**config.mk**
```make
export PLATFORM = sky130hd
export DESIGN_NAME = rename_ckpt_ctrl
export DESIGN_NICKNAME = d
export VERILOG_FILES = /design/src/rtl/rename_ckpt_ctrl.sv
export SDC_FILE = /design/constraint.sdc
export NUM_CORES = 1
export LEC_CHECK = 0
export CAP_MARGIN = 20
export CORE_MARGIN = 2
export CORE_UTILIZATION = 48
export CTS_BUF_LIST = sky130_fd_sc_hd__clkbuf_16
export CTS_CLUSTER_DIAMETER = 150
export DETAILED_ROUTE_END_ITERATION = 6
export PLACE_DENSITY = 0.78
export SLEW_MARGIN = 20
export SYNTH_ARGS = -nofsm -noshare
export SYNTH_HDL_FRONTEND = slang
export SYNTH_SLANG_ARGS = --single-unit
```
**constraint.sdc**
```tcl
create_clock -name clk_i -period 3.2 [get_ports clk_i]
set_clock_uncertainty 0.15 [all_clocks]
set_input_delay 0.64 -clock clk_i [delete_from_list [all_inputs] [get_ports clk_i]]
set_output_delay 0.64 -clock clk_i [all_outputs]
set_load 0.05 [all_outputs]
```
**src/rtl/rename_ckpt_ctrl.sv**
```systemverilog
// Rename-stage checkpoint controller.
// Hands out NUM_CKPT snapshot slots to branches in age order (head = oldest,
// tail = next free). A correct prediction marks its slot resolved; slots only
// retire in order from head. A misprediction kills its own slot and everything
// younger, then issues a one-cycle restore/squash the following cycle.
module rename_ckpt_ctrl #(
    parameter int NUM_CKPT = 4,
    parameter int TAG_W    = $clog2(NUM_CKPT)
) (
    input  logic                clk_i,
    input  logic                rst_i,
    input  logic                alloc_req_i,
    output logic                alloc_grant_o,
    output logic [TAG_W-1:0]    alloc_tag_o,
    output logic                save_en_o,
    input  logic                br_valid_i,
    input  logic [TAG_W-1:0]    br_tag_i,
    input  logic                br_hit_i,
    input  logic                flush_i,
    output logic                restore_en_o,
    output logic [TAG_W-1:0]    restore_slot_o,
    output logic [NUM_CKPT-1:0] squash_mask_o,
    output logic [NUM_CKPT-1:0] active_mask_o,
    output logic                full_o,
    output logic                busy_o
);

    typedef enum logic {ST_RUN, ST_RECOVER} state_e;

    localparam logic [TAG_W:0] CNT_FULL = (TAG_W+1)'(NUM_CKPT);

    state_e                state_q, state_d;
    logic [TAG_W-1:0]      head_q, head_d, tail_q, tail_d;
    logic [TAG_W:0]        count_q, count_d;
    logic [NUM_CKPT-1:0]   valid_q, valid_d, res_q, res_d;
    logic                  rest_en_q, rest_en_d;
    logic [TAG_W-1:0]      rest_slot_q, rest_slot_d;
    logic [NUM_CKPT-1:0]   squash_q, squash_d;
    logic                  full_q, busy_q;

    logic                  tgt_live, miss_now, hit_now, retire_ok, retire_m;
    logic [TAG_W-1:0]      t_rel;
    logic [NUM_CKPT-1:0]   clr_mask;

    // A resolution only matters for a live, still-unresolved slot.
    assign tgt_live  = br_valid_i & valid_q[br_tag_i] & ~res_q[br_tag_i];
    assign miss_now  = tgt_live & ~br_hit_i;
    assign hit_now   = tgt_live & br_hit_i;
    assign retire_ok = valid_q[head_q] & res_q[head_q];
    // The head retire still happens alongside a miss unless the miss is on head itself.
    assign retire_m  = retire_ok & (br_tag_i != head_q);

    // Age of the mispredicted slot relative to head; slot count is a power of
    // two so the subtraction wraps naturally and gives circular age.
    assign t_rel = br_tag_i - head_q;

    // Slots at or younger than the mispredicted one are the ones to kill.
    for (genvar g = 0; g < NUM_CKPT; g++) begin : g_clr
        logic [TAG_W-1:0] rel;
        assign rel         = TAG_W'(g) - head_q;
        assign clr_mask[g] = valid_q[g] & (rel >= t_rel);
    end

    assign alloc_grant_o = alloc_req_i & ~full_q & (state_q == ST_RUN) & ~miss_now & ~flush_i;
    assign alloc_tag_o   = tail_q;
    assign save_en_o     = alloc_grant_o;

    assign restore_en_o   = rest_en_q;
    assign restore_slot_o = rest_slot_q;
    assign squash_mask_o  = squash_q;
    assign active_mask_o  = valid_q;
    assign full_o         = full_q;
    assign busy_o         = busy_q;

    // Next-state: flush beats miss, miss beats the normal hit/retire/grant mix.
    always_comb begin
        state_d     = state_q;
        head_d      = head_q;
        tail_d      = tail_q;
        count_d     = count_q;
        valid_d     = valid_q;
        res_d       = res_q;
        rest_en_d   = 1'b0;
        rest_slot_d = rest_slot_q;
        squash_d    = '0;
        if (flush_i) begin
            state_d  = ST_RUN;
            head_d   = '0;
            tail_d   = '0;
            count_d  = '0;
            valid_d  = '0;
            res_d    = '0;
            squash_d = valid_q;
        end else if (miss_now) begin
            state_d     = (state_q == ST_RUN) ? ST_RECOVER : ST_RUN;
            valid_d     = valid_q & ~clr_mask;
            res_d       = res_q & ~clr_mask;
            if (retire_m) begin
                valid_d[head_q] = 1'b0;
                res_d[head_q]   = 1'b0;
                head_d          = head_q + TAG_W'(1);
            end
            tail_d      = br_tag_i;
            count_d     = {1'b0, t_rel} - (TAG_W+1)'(retire_m);
            rest_en_d   = 1'b1;
            rest_slot_d = br_tag_i;
            squash_d    = clr_mask;
        end else begin
            state_d = ST_RUN;
            if (hit_now) res_d[br_tag_i] = 1'b1;
            if (retire_ok) begin
                valid_d[head_q] = 1'b0;
                res_d[head_q]   = 1'b0;
                head_d          = head_q + TAG_W'(1);
            end
            if (alloc_grant_o) begin
                valid_d[tail_q] = 1'b1;
                res_d[tail_q]   = 1'b0;
                tail_d          = tail_q + TAG_W'(1);
            end
            count_d = count_q + (TAG_W+1)'(alloc_grant_o) - (TAG_W+1)'(retire_ok);
        end
    end

    // State and registered outputs; full/busy are precomputed from next state.
    always_ff @(posedge clk_i) begin
        if (rst_i) begin
            state_q     <= ST_RUN;
            head_q      <= '0;
            tail_q      <= '0;
            count_q     <= '0;
            valid_q     <= '0;
            res_q       <= '0;
            rest_en_q   <= 1'b0;
            rest_slot_q <= '0;
            squash_q    <= '0;
            full_q      <= 1'b0;
            busy_q      <= 1'b0;
        end else begin
            state_q     <= state_d;
            head_q      <= head_d;
            tail_q      <= tail_d;
            count_q     <= count_d;
            valid_q     <= valid_d;
            res_q       <= res_d;
            rest_en_q   <= rest_en_d;
            rest_slot_q <= rest_slot_d;
            squash_q    <= squash_d;
            full_q      <= (count_d == CNT_FULL);
            busy_q      <= (count_d != '0) || (state_d == ST_RECOVER);
        end
    end

endmodule
```
Word level (Yosys, flattened, before mapping)
Index checks and enable logic that the tools add are counted.
{"block": "totals", "regBits": 25, "input_bits": 8, "out_inout_bits": 17, "wordCells": 118}
{"block": "classes", "add_sub_neg": 10, "n_lt_le_gt_ge": 10, "eq_ne": 3, "muxes": 42, "bitwise_logic": 32, "reduce_logical": 10}
{"cell": "two-way mux 4 bit", "count": 17}
{"cell": "AND 4 bit", "count": 7}
{"cell": "AND 1 bit", "count": 14}
{"cell": "NOT 4 bit", "count": 3}
{"cell": "two-way mux 1 bit", "count": 11}
{"cell": "two-way mux 2 bit", "count": 5}
{"cell": "< comparator 2 x 3 -> 1 bit, second input constant", "count": 3}
{"cell": "binary-select mux 1 bit (select 2 bit)", "count": 4}
{"cell": ">= comparator 2 bit", "count": 4}
{"cell": "bitwise OR 4 bit", "count": 2}
{"cell": "demux 1 bit (select 2 bit)", "count": 3}
{"cell": ">= comparator 2 x 1 -> 1 bit, second input constant", "count": 3}
{"cell": "two-way mux 3 bit", "count": 2}
{"cell": "NOT 1 bit", "count": 6}
{"cell": "adder 2 x 1 -> 2 bit, second input constant", "count": 2}
{"cell": "AND reduction 2 bit", "count": 2}
{"cell": "nonzero test 2 bit", "count": 2}
{"cell": "subtractor 1 x 2 -> 2 bit, first input constant", "count": 2}
{"cell": "subtractor 2 bit, first input constant", "count": 2}
{"cell": "adder 3 x 1 -> 3 bit", "count": 1}
{"cell": "== test 3 bit, second input constant", "count": 1}
{"cell": "logical AND 1 bit", "count": 3}
{"cell": "nonzero test 3 bit", "count": 1}
{"cell": "subtractor 2 x 1 -> 3 bit", "count": 1}
{"cell": "6 further kinds", "count": 6}

Logic depth before layout (Yosys ltp)
Gate-level depths: netlist (run 1).
{"block": "logic_depth", "ltp_word": 15, "ltp_mapped": 12, "mapped_depth_nobuf": 12}

Worst setup path after synthesis (run 1)
No wires, ideal clock.
{"block": "synth_timing", "path_kind": "in2reg", "start": "in br_tag_i[1]", "end": "reg full_q (netlist: full_o)", "setup_ps": 70, "t_arrival_ps": 3329, "path_slack_ps": -349, "cell_stages": 10, "path_buffers": 1, "cell_sequence": "buf_6 > mux2_4 > or4_4 > and3_1 > ha_1 > fa_1 > xnor2_1 > xnor2_1 > or4_1 > a21oi_1"}
{"block": "synth_via", "elab_chain_len": 13, "elab_cells_between_ends": 20, "classes_between": "4 x add/sub; 2 x eq/ne; 6 x mux; 8 x bitwise"}
{"item": "start: declaration", "line_no": "17", "rtl": "input logic [TAG_W-1:0] br_tag_i,"}
{"item": "binary-select mux 1 bit (select 2 bit)", "line_no": "46", "rtl": "assign tgt_live = br_valid_i & valid_q[br_tag_i] & ~res_q[br_tag_i];"}
{"item": "two-way mux 1 bit (implied by the code)", "line_no": "46"}
{"item": "AND 1 bit / NOT 1 bit (equally long branches)", "line_no": "46"}
{"item": "AND 1 bit (*)", "line_no": "46"}
{"item": "AND 1 bit (*)", "line_no": "47", "rtl": "assign miss_now = tgt_live & ~br_hit_i;"}
{"item": "NOT 1 bit (*)", "line_no": "64", "rtl": "assign alloc_grant_o = alloc_req_i & ~full_q & (state_q == ST_RUN) & ~miss_now & ~flush_i;"}
{"item": "AND 1 bit (*) (2 in a row)", "line_no": "64"}
{"item": "named net alloc_grant_o", "line_no": "13", "rtl": "output logic alloc_grant_o,"}
{"item": "adder 3 x 1 -> 3 bit (*)", "line_no": "121", "rtl": "count_d = count_q + (TAG_W+1)'(alloc_grant_o) - (TAG_W+1)'(retire_ok);"}
{"item": "subtractor 3 x 1 -> 3 bit (*)", "line_no": "121"}
{"item": "two-way mux 3 bit (*)", "line_no": "94", "rtl": "end else if (miss_now) begin"}
{"item": "two-way mux 3 bit (*)", "line_no": "86", "rtl": "if (flush_i) begin"}
{"item": "== test 3 bit (*)", "line_no": "149", "rtl": "full_q <= (count_d == CNT_FULL);"}
{"item": "end signal: assignment", "line_no": "149"}
{"item": "end: declaration", "line_no": "39", "rtl": "logic full_q, busy_q;"}
Mark *: on every way through the listed nets, which the timed path passes. The rest lies on a longest branch. The select of a mux whose other input is x is not followed.
A chain may end at the register's enable or synchronous reset.

Worst setup path after layout (run 1)
{"block": "layout_timing", "start": "in br_valid_i", "end": "reg full_q (netlist: full_o)"}
{"block": "layout_via", "elab_chain_len": 11}
{"item": "start: declaration", "line_no": "16", "rtl": "input logic br_valid_i,"}
{"item": "AND 1 bit (*) (2 in a row)", "line_no": "46"}
{"item": "AND 1 bit (*)", "line_no": "47"}
{"item": "NOT 1 bit", "line_no": "64"}
{"item": "AND 1 bit (2 in a row)", "line_no": "64"}
{"item": "adder 3 x 1 -> 3 bit", "line_no": "121"}
{"item": "subtractor 3 x 1 -> 3 bit", "line_no": "121"}
{"item": "two-way mux 3 bit (*)", "line_no": "94"}
{"item": "two-way mux 3 bit (*)", "line_no": "86"}
{"item": "== test 3 bit (*)", "line_no": "149"}
Mark *: on every way between the ends. The rest lies on a longest branch, timed or not.

==> results of run 1 <==
how the worst min path moves through the flow:
| stage | end | cells after the start | slack, ps | start |
|---|---|---|---|---|
| 2_1_floorplan | state_q$_SDFF_PP0_ | 1 | 320 | state_q$_SDFF_PP0_ |
| 3_3_place_gp | restore_slot_o[0]$_SDFFE_PP0P_ | 2 | 310 | restore_slot_o[0]$_SDFFE_PP0P_ |
| 3_5_place_dp | restore_slot_o[1]$_SDFFE_PP0P_ | 2 | 330 | restore_slot_o[1]$_SDFFE_PP0P_ |
| 4_1_cts | restore_slot_o[1]$_SDFFE_PP0P_ | 2 | 340 | restore_slot_o[1]$_SDFFE_PP0P_ |
| 5_1_grt | state_q$_SDFF_PP0_ | 1 | 390 | state_q$_SDFF_PP0_ |
| 6_report | restore_slot_o[1]$_SDFFE_PP0P_ | 2 | 330 | restore_slot_o[1]$_SDFFE_PP0P_ |
cell usage in the layout, fill, tap and decap left out, types with 4 or more instances in the layout:
cell / n
a21oi_1: 15
clkdlybuf4s50_1: 21
nor2_1: 11
nand4_1: 4
dfxtp_1: 25
inv_1: 16
a211oi_1: 6
nand2_1: 12
ha_1: 16
and2_1: 5
o21ai_0: 7
nor3b_1: 4
buf_4: 24
critical path, cell delays in order:
cell             delay (ps)
clkdlybuf4s50_1         480
nand2_1                  80
or4_4                   440
and3_4                  200
ha_4                    160
fa_2                    360
xnor2_2                 160
xnor2_2                 150
or4_1                   410
a21oi_1                 140
where the power goes:
part	internal, mW	switching (mW)	total [mW]
clock network	0.168	0.111	0.280
registers	0.314	0.00228	0.316
logic	0.0411	0.0550	0.0961
total	0.524	0.168	0.692
what timing repair did:
action                                 in CTS  in global routing
setup endpoints to repair                   5                  1
endpoints found under the hold margin       0                  0
pin swaps                                   2                  4
gates resized for setup                     4                  5
setup buffers                               0                  0
area by class of cell:
cell class                 count  area share
tap                           46      0.0264
timing repair buffer          46       0.182
clock buffer                   3      0.0345
clock inverter                 1     0.00230
sequential                    25       0.230
multi-input combinational    137       0.496
inverter                      17      0.0293
sequential cells by signal, summed over array words and instances, names as in the netlist:
register and count:
res_q 4, full_o 1, busy_o 1, state_q 1, restore_en_o 1, restore_slot_o 2, head_q 2, active_mask_o 4
alloc_tag_o 2, count_q 3, squash_mask_o 4
per-layer routing:
| metal | wire length, µm | up-vias | global-route usage |
|---|---|---|---|
| li1 | - | 753 | - |
| met3 | 291 | 15 | 0.0450 |
| met5 | 0 | - | 0 |
| met4 | 91 | 0 | 0.0917 |
| met2 | 2000 | 59 | 0.364 |
| met1 | 1790 | 721 | 0.287 |
stage by stage:
stage / setup slack (ps) / hold WS (ps) / instance area [µm²] / power, mW / utilization
after detailed placement: -557 / 329 / 2070 / 0.417 / 0.621
after global routing: -8.20 / 390 / 2180 / 0.716 / 0.653
final: 18.3 / 331 / 2180 / 0.692 / 0.653
after floorplan: -148 / 315 / 1680 / 0.377 / -
after CTS: 20.0 / 338 / 2160 / 0.692 / 0.646
after global placement: -523 / 310 / 2070 / 0.416 / 0.621
logic make-up (layout without fill, tap and decap cells):
group | after synthesis | in the layout | synth area share
compound gates | 50 | 50 | 0.207
flops | 25 | 25 | 0.300
xor+xnor | 5 | 5 | 0.0262
simple gates | 57 | 57 | 0.196
buf+inv | 25 | 67 | 0.0742
fa+ha+maj | 20 | 20 | 0.163
mux | 5 | 5 | 0.0337
==> impl_metrics.json, run 1 <==
{
  "status": "complete, no violations",
  "setup_tns_ps": 0,
  "path_clk_slew_ps": 60,
  "htree_levels": 1,
  "die_y_um": 63.0,
  "grt_max_degree": 18,
  "dp_cells": 271,
  "chipWidth_um": 63.0,
  "ys_types": 52,
  "area_delta_synth_final_pct": 30.4,
  "drv_cap": 0,
  "worstPathArrival_ps": 3220,
  "synth_top_flop_cell": "dfxtp_1",
  "netlist.area_leader.share": 0.300,
  "coreArea_um2": 3340,
  "wl_per_cell_um": 15.2,
  "synth.most_common_cell": "dfxtp_1",
  "num_io_pins": 25,
  "start_kind": "input pin",
  "async_flop_share": 0,
  "cts_buffers": 3,
  "slew_viol_final": 0,
  "critical_path.endpoint": "full_o$_SDFF_PP0_",
  "antenna_found_initial": 0,
  "period_needed_ps": 3180,
  "io_buffers": 24,
  "synth_warnings": 0,
  "dp_hpwl_um": 3170,
  "syn_nets": 215,
  "p_per_area_nw_per_um2": 318,
  "clkSinkCount": 25,
  "end_kind": "flop",
  "r2r_start": "active_mask_o[3]$_SDFF_PP0_",
  "cts_buffer_depth": 2,
  "ys_top_cells_by_count": "dfxtp_1, ha_1, inv_1",
  "min_period_over_period": 0.994,
  "synthTopCellsByArea": "dfxtp_1, ha_1, a21oi_1",
  "final_antenna_net_count": 0,
  "dr.pass1.iters": 4,
  "grt_pass1_wl_um": 6990,
  "hold_class": "flop to flop",
  "wl_um": 4180,
  "setup_viol": 0,
  "crit_fanout": 2,
  "fin_nets": 258,
  "grt_pass1_vias": 1522,
  "drtIter0Drc": 126,
  "viasPerCell": 5.63,
  "fillCellCount": 291,
  "num_antenna_cells": 0,
  "grt_use_total": 0.223,
  "r2r_setup_slack_ps": 210,
  "drc": 0,
  "initial_core_util": 0.501,
  "relSlewSlack": 0.656,
  "ys_ff_latch": 25,
  "peakVddDrop_mv": 0.260,
  "design.die.area_um2": 3970,
  "cp-startpoint": "br_valid_i",
  "cts_hold_buf": 0,
  "seqCellArea_um2": 500,
  "synth_area_um2": 1670,
  "worst_ep_required_time_ps": 3240,
  "crit_type": "input pin to flop",
  "p_leak_nw": 0.868,
  "cts_tree": "yes",
  "worstMarginPinSlew_ps": 514,
  "r2r_end": "full_o$_SDFF_PP0_",
  "fmax_ghz": 0.314,
  "drive_gt1_frac": 0.205,
  "synth_cells": 187,
  "clk_latency_ps": 260,
  "rows": 21,
  "final_hold_viol_count": 0,
  "avgSynthCellArea_um2": 8.93,
  "yosysTopAreaCell": "dfxtp_1",
  "root_buffer": "clkbuf_16",
  "synth_edf_count": 0,
  "num_vias": 1548,
  "multi_input_area_um2": 1080,
  "grt_overflow": 0,
  "place_congestion": 0.924,
  "r2r_cells": 10,
  "layout.cells.non_filler": 275,
  "ys_seq_area_frac": 0.300
}
Power figures use the tool's default switching activity.
==> run 2, diff against run 1 <==
ABC_AREA = 1   (was unset)
CORE_UTILIZATION = 49   (was 48)
==> impl_metrics.json, run 2 <==
{
  "setup_viol": 0,
  "wl_per_cell_um": 13.1,
  "drc": 0,
  "crit_type": "input pin to flop",
  "rsz0062_at_grt": "false",
  "worstPathArrival_ps": 3090,
  "drive_gt1_frac": 0.147,
  "max_stage_delay_ps": 590,
  "grt_pass1_wl_um": 7710,
  "layout_common_cells": "nand2_1, nand3_1, inv_1",
  "design.die.area_um2": 4220,
  "r2r_end": "busy_o$_SDFF_PP0_",
  "grt_max_degree": 20,
  "antenna_found_initial": 0,
  "num_io_pins": 25,
  "final_hold_viol_count": 0,
  "area_delta_synth_final_pct": 25.8,
  "critPathMostFrequentCell": "a21oi_1",
  "p_leak_nw": 1.09,
  "htree_levels": 1,
  "dr.pass1.iters": 4,
  "period_needed_ps": 3040,
  "hold_class": "flop to flop",
  "postCtsSetupRepairBufs": 0,
  "crit_chain": "clkdlybuf4s50_1, buf_4, inv_4, ha_1, fa_2, ha_1, a21oi_1, a21boi_0, a21oi_1, nand3_1, a21oi_1",
  "synth_area_um2": 1820,
  "initial_core_util": 0.505,
  "routed.top_layer": "met4",
  "fin_nets": 329,
  "slowest_stage": "fa_2",
  "grt_overflow": 0,
  "dp_hpwl_um": 3410,
  "synth_edf_count": 0,
  "ys_ff_latch": 25,
  "p_per_area_nw_per_um2": 308,
  "crit_fanout": 8,
  "drv_cap": 0,
  "layout_commonest_cell": "nand2_1",
  "yosysTopAreaCell": "dfxtp_1",
  "place_congestion": 1.02,
  "status": "complete, no violations",
  "avgSynthCellArea_um2": 7.03,
  "layout.cells.non_filler": 348,
  "async_flop_share": 0,
  "num_vias": 1771,
  "cts_tree": "yes",
  "ys_top_cells_by_count": "nand2_1, nand3_1, inv_1",
  "synthXorXnorAreaFrac": 0.00962,
  "ys_seq_area_frac": 0.275,
  "coreArea_um2": 3610,
  "synth-adder-area-share": 0.150,
  "fmax_ghz": 0.329,
  "path_clk_slew_ps": 70,
  "slew_viol_final": 0,
  "drtIter0Drc": 156,
  "dr_wl_met3_um": 278,
  "io_buffers": 24,
  "met2_length_um": 2020,
  "root_buffer": "clkbuf_16",
  "synthTopCellsByArea": "dfxtp_1, nand2_1, ha_1",
  "die_y_um": 65.0,
  "fin_util": 0.636,
  "chipWidth_um": 65.0,
  "clkSinkCount": 25,
  "ys_types": 29,
  "r2r_setup_slack_ps": 490,
  "setup_tns_ps": 0,
  "grt_pass1_vias": 1648,
  "synth_top_flop_cell": "dfxtp_1",
  "synth.most_common_cell": "nand2_1",
  "synthMuxAreaShare": 0,
  "cts_buffer_depth": 2,
  "start_kind": "input pin",
  "r2r_start": "head_q[1]$_SDFFE_PP0P_",
  "viasPerCell": 5.09,
  "worstMarginPinSlew_ps": 492,
  "synth_compound_area_frac": 0.0962,
  "cp-startpoint": "br_tag_i[0]",
  "syn_nets": 287,
  "r2r_cells": 12,
  "wl_um": 4570,
  "relSlewSlack": 0.671,
  "synth_warnings": 0,
  "yosys.area_share.simple": 0.345,
  "num_antenna_cells": 0,
  "cts_buffers": 3,
  "route.layer.met1.wl_um": 2100,
  "synth_cells": 259,
  "end_kind": "flop",
  "worst_ep_required_time_ps": 3250,
  "synth_top_family_by_area": "simple AND/OR/NAND/NOR gates",
  "min_period_over_period": 0.949,
  "netlist.area_leader.share": 0.275,
  "rows": 22,
  "final_antenna_net_count": 0,
  "critical_path.endpoint": "res_q[2]$_SDFF_PP0_",
  "grt_use_total": 0.239,
  "dp_cells": 344,
  "clk_latency_ps": 260,
  "peakVddDrop_mv": 0.177
}
[run 2: cell families (layout without fill, tap and decap cells)]
logic type / after synthesis / count (layout)
flops: 25 / 25
compound gates: 31 / 31
buf+inv: 49 / 90
simple gates: 132 / 132
xor+xnor: 2 / 2
fa+ha+maj: 20 / 20
[run 2: cell type report]
cell class                 instances  area (µm²)
fill                             319        1310
inverter                          41         159
timing repair buffer              45         393
clock buffer                       3        75.1
sequential                        25         500
clock inverter                     1        7.51
tap                               48        60.1
multi-input combinational        185        1100
[run 2: per-stage QoR]
stage	cell area (µm²)	setup WS, ps	hold WS (ps)	total power, mW
finish	2290	162	315	0.706
floorplan	1820	145	331	0.382
CTS	2290	162	320	0.708
detailed placement	2210	-99.9	307	0.423
global placement	2210	-48.1	308	0.422
global route	2290	12.8	334	0.732
[run 2: worst min path at each step]
stage	start	end	cells past startpoint
floorplan	state_q$_SDFF_PP0_	state_q$_SDFF_PP0_	3
global placement	restore_slot_o[0]$_SDFFE_PP0P_	restore_slot_o[0]$_SDFFE_PP0P_	2
detailed placement	restore_slot_o[0]$_SDFFE_PP0P_	restore_slot_o[0]$_SDFFE_PP0P_	2
CTS	restore_slot_o[0]$_SDFFE_PP0P_	restore_slot_o[0]$_SDFFE_PP0P_	2
global route	restore_slot_o[0]$_SDFFE_PP0P_	restore_slot_o[0]$_SDFFE_PP0P_	2
finish	restore_slot_o[0]$_SDFFE_PP0P_	restore_slot_o[0]$_SDFFE_PP0P_	2
[run 2: per-layer routing]
metal / GRT usage / vias to the layer above
met1: 0.313 / 767
li1: - / 917
met3: 0.0330 / 15
met4: 0.109 / 0
met5: 0 / -
met2: 0.390 / 72
[run 2: power breakdown]
group	internal (mW)	switching [mW]	total, mW
clock	0.170	0.118	0.288
combinational	0.0417	0.0592	0.101
sequential	0.314	0.00252	0.317
[run 2: what timing repair did]
| item | CTS | global route |
|---|---|---|
| hold buffers | 0 | 0 |
| resized for setup | 0 | 1 |
| setup endpoints to repair | 0 | 2 |
[run 2: critical path: cells and delay by family]
family	cells	cell delay (ps)
adders and majority gates	3	1090
buffers and inverters	3	670
AOI/OAI and AO/OA	4	610
and+or+nand+nor	1	80
